### src/rtl/irig_frame_tracker_if.sv
`default_nettype none
// ============================================================================
//  Module   : irig_frame_tracker_if
//  Purpose  : Symbol inputs from the IRIG classifier and the frame-tracking
//             outputs of irig_frame_tracker, bundled as one interface.
//  Revision : 1.0  initial release
// ============================================================================
interface irig_frame_tracker_if;
    logic       irig_d0;
    logic       irig_d1;
    logic       irig_mark;
    logic       locked;
    logic       pps_gate;
    logic       bit_valid;
    logic [3:0] field_idx;
    logic [3:0] bit_pos;
    logic       bit_value;
    logic       frame_err;
    logic [3:0] err_cnt;

    // Symbol source side (classifier / bench)
    modport master (
        output irig_d0, irig_d1, irig_mark,
        input  locked, pps_gate, bit_valid, field_idx, bit_pos, bit_value,
               frame_err, err_cnt
    );

    // Tracker side
    modport slave (
        input  irig_d0, irig_d1, irig_mark,
        output locked, pps_gate, bit_valid, field_idx, bit_pos, bit_value,
               frame_err, err_cnt
    );
endinterface
`default_nettype wire

### src/rtl/irig_frame_tracker.sv
`default_nettype none
// ============================================================================
//  Module   : irig_frame_tracker
//  Purpose  : Locates the IRIG double-mark frame boundary, indexes every data
//             symbol by field/position, checks mark placement and keeps lock
//             with a per-frame flywheel error budget.
//  Revision : 1.0  initial release
// ============================================================================
module irig_frame_tracker #(
    parameter int FIELDS      = 10,
    parameter int FIELD_LEN   = 10,
    parameter int LOCK_FRAMES = 2,
    parameter int ERR_LIMIT   = 3
) (
    input  wire logic             clk,
    input  wire logic             rst,
    irig_frame_tracker_if.slave   bus
);

    localparam logic [1:0] c_S_UNLOCKED = 2'd0;
    localparam logic [1:0] c_S_SYNC     = 2'd1;
    localparam logic [1:0] c_S_ACQUIRE  = 2'd2;
    localparam logic [1:0] c_S_LOCKED   = 2'd3;

    localparam logic [3:0] c_FIELD_LAST  = 4'(FIELDS - 1);
    localparam logic [3:0] c_SYM_LAST    = 4'(FIELD_LEN - 1);
    localparam logic [3:0] c_LOCK_FRAMES = 4'(LOCK_FRAMES);
    localparam logic [3:0] c_ERR_LIMIT   = 4'(ERR_LIMIT);

    logic [1:0] r_state;
    logic [3:0] r_fcnt;
    logic [3:0] r_scnt;
    logic [3:0] r_lock_cnt;
    logic [3:0] r_err_cnt;
    logic       r_pps;
    logic       r_bit_valid;
    logic [3:0] r_field_idx;
    logic [3:0] r_bit_pos;
    logic       r_bit_value;
    logic       r_frame_err;

    logic       w_sym;
    logic       w_multi;
    logic       w_mark;
    logic       w_data;
    logic       w_ref_pos;
    logic       w_mark_exp;
    logic       w_err;
    logic       w_ref_ok;
    logic       w_err_drop;
    logic [3:0] w_fcnt_nxt;
    logic [3:0] w_scnt_nxt;

    // Symbol classification: multi-hot counts as one symbol that is always an error
    assign w_sym      = bus.irig_d0 | bus.irig_d1 | bus.irig_mark;
    assign w_multi    = (bus.irig_d0 & bus.irig_d1) | (bus.irig_d0 & bus.irig_mark)
                      | (bus.irig_d1 & bus.irig_mark);
    assign w_mark     = bus.irig_mark & ~w_multi;
    assign w_data     = (bus.irig_d0 | bus.irig_d1) & ~w_multi;
    assign w_ref_pos  = (r_fcnt == 4'd0) && (r_scnt == 4'd0);
    assign w_mark_exp = w_ref_pos || (r_scnt == c_SYM_LAST);
    assign w_err      = w_multi | (w_mark & ~w_mark_exp) | (w_data & w_mark_exp);
    assign w_ref_ok   = w_ref_pos & w_mark;
    assign w_err_drop = w_err && ((r_err_cnt + 4'd1) == c_ERR_LIMIT);

    // Position of the symbol after the current one
    always_comb begin
        w_fcnt_nxt = r_fcnt;
        w_scnt_nxt = r_scnt + 4'd1;
        if (r_scnt == c_SYM_LAST) begin
            w_scnt_nxt = 4'd0;
            w_fcnt_nxt = (r_fcnt == c_FIELD_LAST) ? 4'd0 : r_fcnt + 4'd1;
        end
    end

    // Frame-sync state machine, position counters and registered outputs
    always_ff @(posedge clk) begin
        if (rst) begin
            r_state     <= c_S_UNLOCKED;
            r_fcnt      <= 4'd0;
            r_scnt      <= 4'd0;
            r_lock_cnt  <= 4'd0;
            r_err_cnt   <= 4'd0;
            r_pps       <= 1'b0;
            r_bit_valid <= 1'b0;
            r_field_idx <= 4'd0;
            r_bit_pos   <= 4'd0;
            r_bit_value <= 1'b0;
            r_frame_err <= 1'b0;
        end else begin
            r_pps       <= 1'b0;
            r_bit_valid <= 1'b0;
            r_frame_err <= 1'b0;
            if (w_sym) begin
                case (r_state)
                    c_S_UNLOCKED: begin
                        if (w_mark) r_state <= c_S_SYNC;
                    end
                    c_S_SYNC: begin
                        if (w_mark) begin
                            // second mark of the pair is the reference mark
                            r_state    <= c_S_ACQUIRE;
                            r_fcnt     <= 4'd0;
                            r_scnt     <= 4'd1;
                            r_lock_cnt <= 4'd0;
                        end else begin
                            r_state     <= c_S_UNLOCKED;
                            r_frame_err <= 1'b1;
                        end
                    end
                    c_S_ACQUIRE: begin
                        if (w_err) begin
                            r_state     <= c_S_UNLOCKED;
                            r_frame_err <= 1'b1;
                            r_fcnt      <= 4'd0;
                            r_scnt      <= 4'd0;
                        end else begin
                            r_fcnt <= w_fcnt_nxt;
                            r_scnt <= w_scnt_nxt;
                            if (w_ref_ok) begin
                                if ((r_lock_cnt + 4'd1) == c_LOCK_FRAMES) begin
                                    r_state   <= c_S_LOCKED;
                                    r_pps     <= 1'b1;
                                    r_err_cnt <= 4'd0;
                                end else begin
                                    r_lock_cnt <= r_lock_cnt + 4'd1;
                                end
                            end
                        end
                    end
                    default: begin  // c_S_LOCKED
                        if (w_err) r_frame_err <= 1'b1;
                        if (w_err_drop) begin
                            r_state   <= c_S_UNLOCKED;
                            r_err_cnt <= 4'd0;
                            r_fcnt    <= 4'd0;
                            r_scnt    <= 4'd0;
                        end else begin
                            // flywheel: keep counting through tolerated errors
                            r_fcnt <= w_fcnt_nxt;
                            r_scnt <= w_scnt_nxt;
                            if (w_ref_pos)  r_err_cnt <= 4'd0;
                            else if (w_err) r_err_cnt <= r_err_cnt + 4'd1;
                            if (w_ref_ok)   r_pps     <= 1'b1;
                        end
                    end
                endcase
                // data index is captured only for clean data in the tracking states
                if (w_data && !w_err &&
                    (r_state == c_S_ACQUIRE || r_state == c_S_LOCKED)) begin
                    r_bit_valid <= 1'b1;
                    r_field_idx <= r_fcnt;
                    r_bit_pos   <= r_scnt;
                    r_bit_value <= bus.irig_d1;
                end
            end
        end
    end

    assign bus.locked    = (r_state == c_S_LOCKED);
    assign bus.pps_gate  = r_pps;
    assign bus.bit_valid = r_bit_valid;
    assign bus.field_idx = r_field_idx;
    assign bus.bit_pos   = r_bit_pos;
    assign bus.bit_value = r_bit_value;
    assign bus.frame_err = r_frame_err;
    assign bus.err_cnt   = r_err_cnt;

endmodule
`default_nettype wire
### src/flat_wrapper.sv
// flat-port wrapper written by rule: the top's interface ports become plain ports
module irig_frame_tracker_flat 
#(
    parameter int FIELDS      = 10,
    parameter int FIELD_LEN   = 10,
    parameter int LOCK_FRAMES = 2,
    parameter int ERR_LIMIT   = 3
)
  (clk, rst, bus_irig_d0, bus_irig_d1, bus_irig_mark, bus_locked, bus_pps_gate, bus_bit_valid, bus_field_idx, bus_bit_pos, bus_bit_value, bus_frame_err, bus_err_cnt);
  irig_frame_tracker_if bus_i ();
  input  wire logic clk;
  input  wire logic rst;
  input wire logic [$bits(bus_i.irig_d0)-1:0] bus_irig_d0;
  input wire logic [$bits(bus_i.irig_d1)-1:0] bus_irig_d1;
  input wire logic [$bits(bus_i.irig_mark)-1:0] bus_irig_mark;
  output wire logic [$bits(bus_i.locked)-1:0] bus_locked;
  output wire logic [$bits(bus_i.pps_gate)-1:0] bus_pps_gate;
  output wire logic [$bits(bus_i.bit_valid)-1:0] bus_bit_valid;
  output wire logic [$bits(bus_i.field_idx)-1:0] bus_field_idx;
  output wire logic [$bits(bus_i.bit_pos)-1:0] bus_bit_pos;
  output wire logic [$bits(bus_i.bit_value)-1:0] bus_bit_value;
  output wire logic [$bits(bus_i.frame_err)-1:0] bus_frame_err;
  output wire logic [$bits(bus_i.err_cnt)-1:0] bus_err_cnt;
  assign bus_i.irig_d0 = bus_irig_d0;
  assign bus_i.irig_d1 = bus_irig_d1;
  assign bus_i.irig_mark = bus_irig_mark;
  assign bus_locked = bus_i.locked;
  assign bus_pps_gate = bus_i.pps_gate;
  assign bus_bit_valid = bus_i.bit_valid;
  assign bus_field_idx = bus_i.field_idx;
  assign bus_bit_pos = bus_i.bit_pos;
  assign bus_bit_value = bus_i.bit_value;
  assign bus_frame_err = bus_i.frame_err;
  assign bus_err_cnt = bus_i.err_cnt;
  irig_frame_tracker #(.FIELDS(FIELDS), .FIELD_LEN(FIELD_LEN), .LOCK_FRAMES(LOCK_FRAMES), .ERR_LIMIT(ERR_LIMIT)) u_core (.clk(clk), .rst(rst), .bus(bus_i));
endmodule
### config.mk
export PLATFORM = sky130hd
export DESIGN_NAME = irig_frame_tracker_flat
export DESIGN_NICKNAME = d
export VERILOG_FILES = /design/src/rtl/irig_frame_tracker_if.sv /design/src/rtl/irig_frame_tracker.sv /design/src/flat_wrapper.sv
export SDC_FILE = /design/constraint.sdc
export NUM_CORES = 1
export LEC_CHECK = 0
export ABC_CLOCK_PERIOD_IN_PS = 2950
export CAP_MARGIN = 20
export CORE_MARGIN = 2
export CORE_UTILIZATION = 45
export CTS_CLUSTER_DIAMETER = 50
export DETAILED_ROUTE_END_ITERATION = 12
export PLACE_DENSITY = 0.66
export REMOVE_ABC_BUFFERS = 1
export SYNTH_ARGS = -nofsm -noshare
export SYNTH_HDL_FRONTEND = slang
export SYNTH_SLANG_ARGS = --single-unit
### constraint.sdc
create_clock -name clk -period 2.95 [get_ports clk]
set_input_delay 0.4425 -clock clk [delete_from_list [all_inputs] [get_ports clk]]
set_output_delay 0.4425 -clock clk [all_outputs]
set_load 0.1 [all_outputs]
==> summary.md, run 1 <==
| Metric | Value |
|---|---|
| Largest cells by area after synthesis | `dfxtp_1 32%, ha_1 9.2%, nor2_1 5.5%` |
| Hold_sp | `u_core.bus.field_idx[0]` |
| Reg2reg start | `u_core.r_state[0]` |
| Clk_lat worst skew | `0.28 ns` |
| # setup viols final | `0` |
| FF-to-FF End | `u_core.r_scnt[0]` |
| Static Leak | `0.8798 nW` |
| Buffers from clock root to sink, at most | `2` |
| Core area | `4029 sq um` |
| Port Buf Inserts | `21` |
| CP bufs+invs | `1` |
| Via count | `1670` |
| Final Critical Period | `2.625 ns` |
| First-pass GRT wire length | `6.913 mm` |
| YS warnings | `0` |
| Crit path max-delay cell type | `ha_1` |
| # diodes | `0` |
| Commonest non-fill, non-tap cells in the layout | `30 x dfxtp_1, 28 x nor2_1, 23 x buf_4` |
| Layout area overhead | `15.08%` |
| Post-Syn Instances | `222` |
| Postcts setup bufs | `0` |
| Post-CTS Resized | `0` |
| DIE AREA | `4760 sq um` |
| Iter 0 DRT Violations | `150` |
| Met3 usage | `4.383%` |
| Outcome | `complete, no violations` |
| Num Clock Sinks | `30` |
| Starting Density | `47.17%` |
| Clk Tree Root Cell | `clkbuf_8` |
| Final hold vios | `0` |
| Largest net degree at the start of global routing | `21` |
| Reg clk slew, reported paths | `0.06 ns` |
| Post-layout util | `54.29%` |
| Antenna violations before repair | `0` |
| DRT Pass-1 Iters | `4` |
| Synth Register Bits | `30` |
| CP Class | `reg2reg` |
| Avg Cell Area, Syn | `8.561 sq um` |
| Hold Crit Class | `reg2reg` |
| DIE HEIGHT | `68.99 um` |
| Final Max Tran Viols | `0` |
| Hold_buf cts | `0` |
| Period utilization | `88.99%` |
| Worst hold path depth | `2` |
| Layout fillers | `398` |
| Reg2reg path depth | `8` |
| Number of enable flip-flop cells after synthesis | `0` |
| Vias per cell | `5.700` |
| Finished layout cell area | `2187 sq um` |
| Htree depth | `2` |
| Slew headroom | `58.83%` |
| Post-DP Area | `2111 sq um` |
| Routed Antenna Nets | `0` |
| VDD IR max | `0.2932 mV` |
| Setup_tns | `0 ns` |
| Max Cap Violations | `0` |
| Crit-path cells | `inv_1 > ha_1 > or3b_1 > a221o_1 > o311ai_2 > o22ai_4 > o311a_1 > a211oi_1` |
| DRC Markers | `0` |
| DRT Wirelength | `4.114 mm` |
| Gr usage total | `19.65%` |
| Top Ports | `22` |
| Final net count | `262` |
| Most used DFF post-synth | `dfxtp_1` |
| Vias in the first global route | `1519` |
| Leading area contributor after synthesis | `dfxtp_1` |
| Gpl congestion | `0.8601` |
| Share of layout cells above drive strength 1 | `17.28%` |
| Sequential area share after synthesis | `31.60%` |
| Post-Route Skew | `0.003074 ns` |
| Max Fanout on Critical Path | `11` |
| Crit path required time | `3.14 ns` |
| RSZ-0062 raised after global routing | `false` |
| Worst Hold End | `u_core.bus.field_idx[0]` |
| Cell row count | `23` |
| Met1 Track Usage GR | `25.84%` |
| Post-synth ARST share | `0%` |
| Netlist Area Pre-Place | `1901 sq um` |
| CP peak stage delay | `0.43 ns` |
| Unique masters post-synth | `61` |
| CP startpoint kind | `flip-flop` |
| CP Data Arrival Time | `2.81 ns` |
| Num CTS Buffers | `5` |
| Most common cell after layout, fill and taps aside | `dfxtp_1` |
| CTS tree | `yes` |
| Total grt overflow | `0` |
| Die width | `68.99 um` |
| Synth top area share | `31.60%` |
| Setup crit end kind | `flip-flop` |
| Pwr per Cell Area | `485.5 nW/um^2` |
| Slew at the pin closest to its max-slew limit | `0.6111 ns` |
| GR peak layer | `met2` |
| R2R Setup Slk | `0.32 ns` |
| F_max | `380.9 MHz` |
| Hpwl dp | `2.966 mm` |
| Cell family with most CP delay | `compound AO/OA/AOI/OAI gates` |
| Routing usage on met2 | `31.49%` |
| Drt wl/cell | `14.04 um` |
## sequential cells by signal (all words and copies together) (netlist names)
signal / cells
u_core.bus.bit_pos: 4
u_core.bus.bit_valid: 1
u_core.bus.bit_value: 1
u_core.bus.err_cnt: 4
u_core.bus.field_idx: 4
u_core.bus.frame_err: 1
u_core.bus.pps_gate: 1
u_core.r_fcnt: 4
u_core.r_lock_cnt: 4
u_core.r_scnt: 4
u_core.r_state: 2
## metal layers
metal | part of all wire [%] | vias up | routed length [um]
li1 | - | 856 | -
met5 | 0 | - | 0
met3 | 5.3 | 7 | 216
met4 | 1.4 | 0 | 57
met2 | 45 | 40 | 1846
met1 | 48 | 767 | 1993
## metrics by stage
| step | std cells | setup slack (ns) | hold WS (ns) | power (mW) |
|---|---|---|---|---|
| global route | 293 | 0.2209 | 0.5278 | 1.124 |
| finish | 293 | 0.3247 | 0.4931 | 1.062 |
| CTS | 293 | 0.3144 | 0.5003 | 1.071 |
| detailed placement | 286 | 0.1884 | 0.4824 | 0.7630 |
| floorplan | 209 | 0.4260 | 0.4692 | 0.6790 |
| global placement | 286 | 0.2848 | 0.4770 | 0.7635 |
## synth_stat cells, types with 3 or more instances
cell type / n
nand2_1: 11
or3_1: 3
nor3_1: 9
mux2i_1: 7
dfxtp_1: 30
a21oi_1: 15
nand3_1: 9
o21ai_0: 7
ha_1: 14
o211ai_1: 3
inv_1: 10
clkbuf_1: 5
nor2_1: 28
nand4_1: 3
buf_2: 7
## how the worst max path moves through the flow
stage | from | end | slack, ns | cells after the start
after floorplan | u_core.bus.err_cnt[1] | u_core.bus.err_cnt[0] | 0.43 | 6
after global placement | bus_irig_d1 | u_core.r_scnt[0] | 0.28 | 7
after detailed placement | bus_irig_d1 | u_core.r_scnt[0] | 0.19 | 7
after CTS | u_core.r_state[0] | u_core.r_scnt[0] | 0.31 | 8
after global routing | u_core.r_state[0] | u_core.r_scnt[0] | 0.22 | 8
final | u_core.r_state[0] | u_core.r_scnt[0] | 0.32 | 8
## cells by family (layout without fill, tap and decap cells)
| group | count (synthesis) | after routing | synth area share (%) |
|---|---|---|---|
| AOI/OAI and AO/OA | 55 | 55 | 22.65 |
| and+or+nand+nor | 90 | 90 | 26.33 |
| DFF | 30 | 30 | 31.60 |
| xor gates and xnor gates | 2 | 2 | 0.9218 |
| muxes | 7 | 7 | 3.687 |
| buffers and inverters | 24 | 45 | 5.596 |
| adders and majority gates | 14 | 14 | 9.217 |
## power by group
group          switching (mW)  leakage [nW]  internal, mW  total (mW)
combinational           0.209         0.599         0.113       0.322
clock                   0.142        0.0383         0.162       0.304
sequential             0.0151         0.242         0.420       0.435
## tightest hold or removal path: stages (launching register included)
cell	delay, ns
dfxtp_1	0.33
a21oi_1	0.06
nor2_1	0.07
## area by class of cell
| type | instances | area (sq um) | area share [%] |
|---|---|---|---|
| multi-input cells | 168 | 1194 | 54.58 |
| flip-flops and latches | 30 | 600.6 | 27.46 |
| repair buffers | 27 | 212.7 | 9.725 |
| clock buffers | 7 | 76.32 | 3.490 |
| well taps | 50 | 62.56 | 2.860 |
| inverters | 11 | 41.29 | 1.888 |
Power figures use the tool's default switching activity.
==> run 2: changes to the inputs <==
- HOLD_SLACK_MARGIN: default -> 0.08
==> results of run 2 <==
Same layout as run 1: the final DEF is identical, and so are final timing and power.
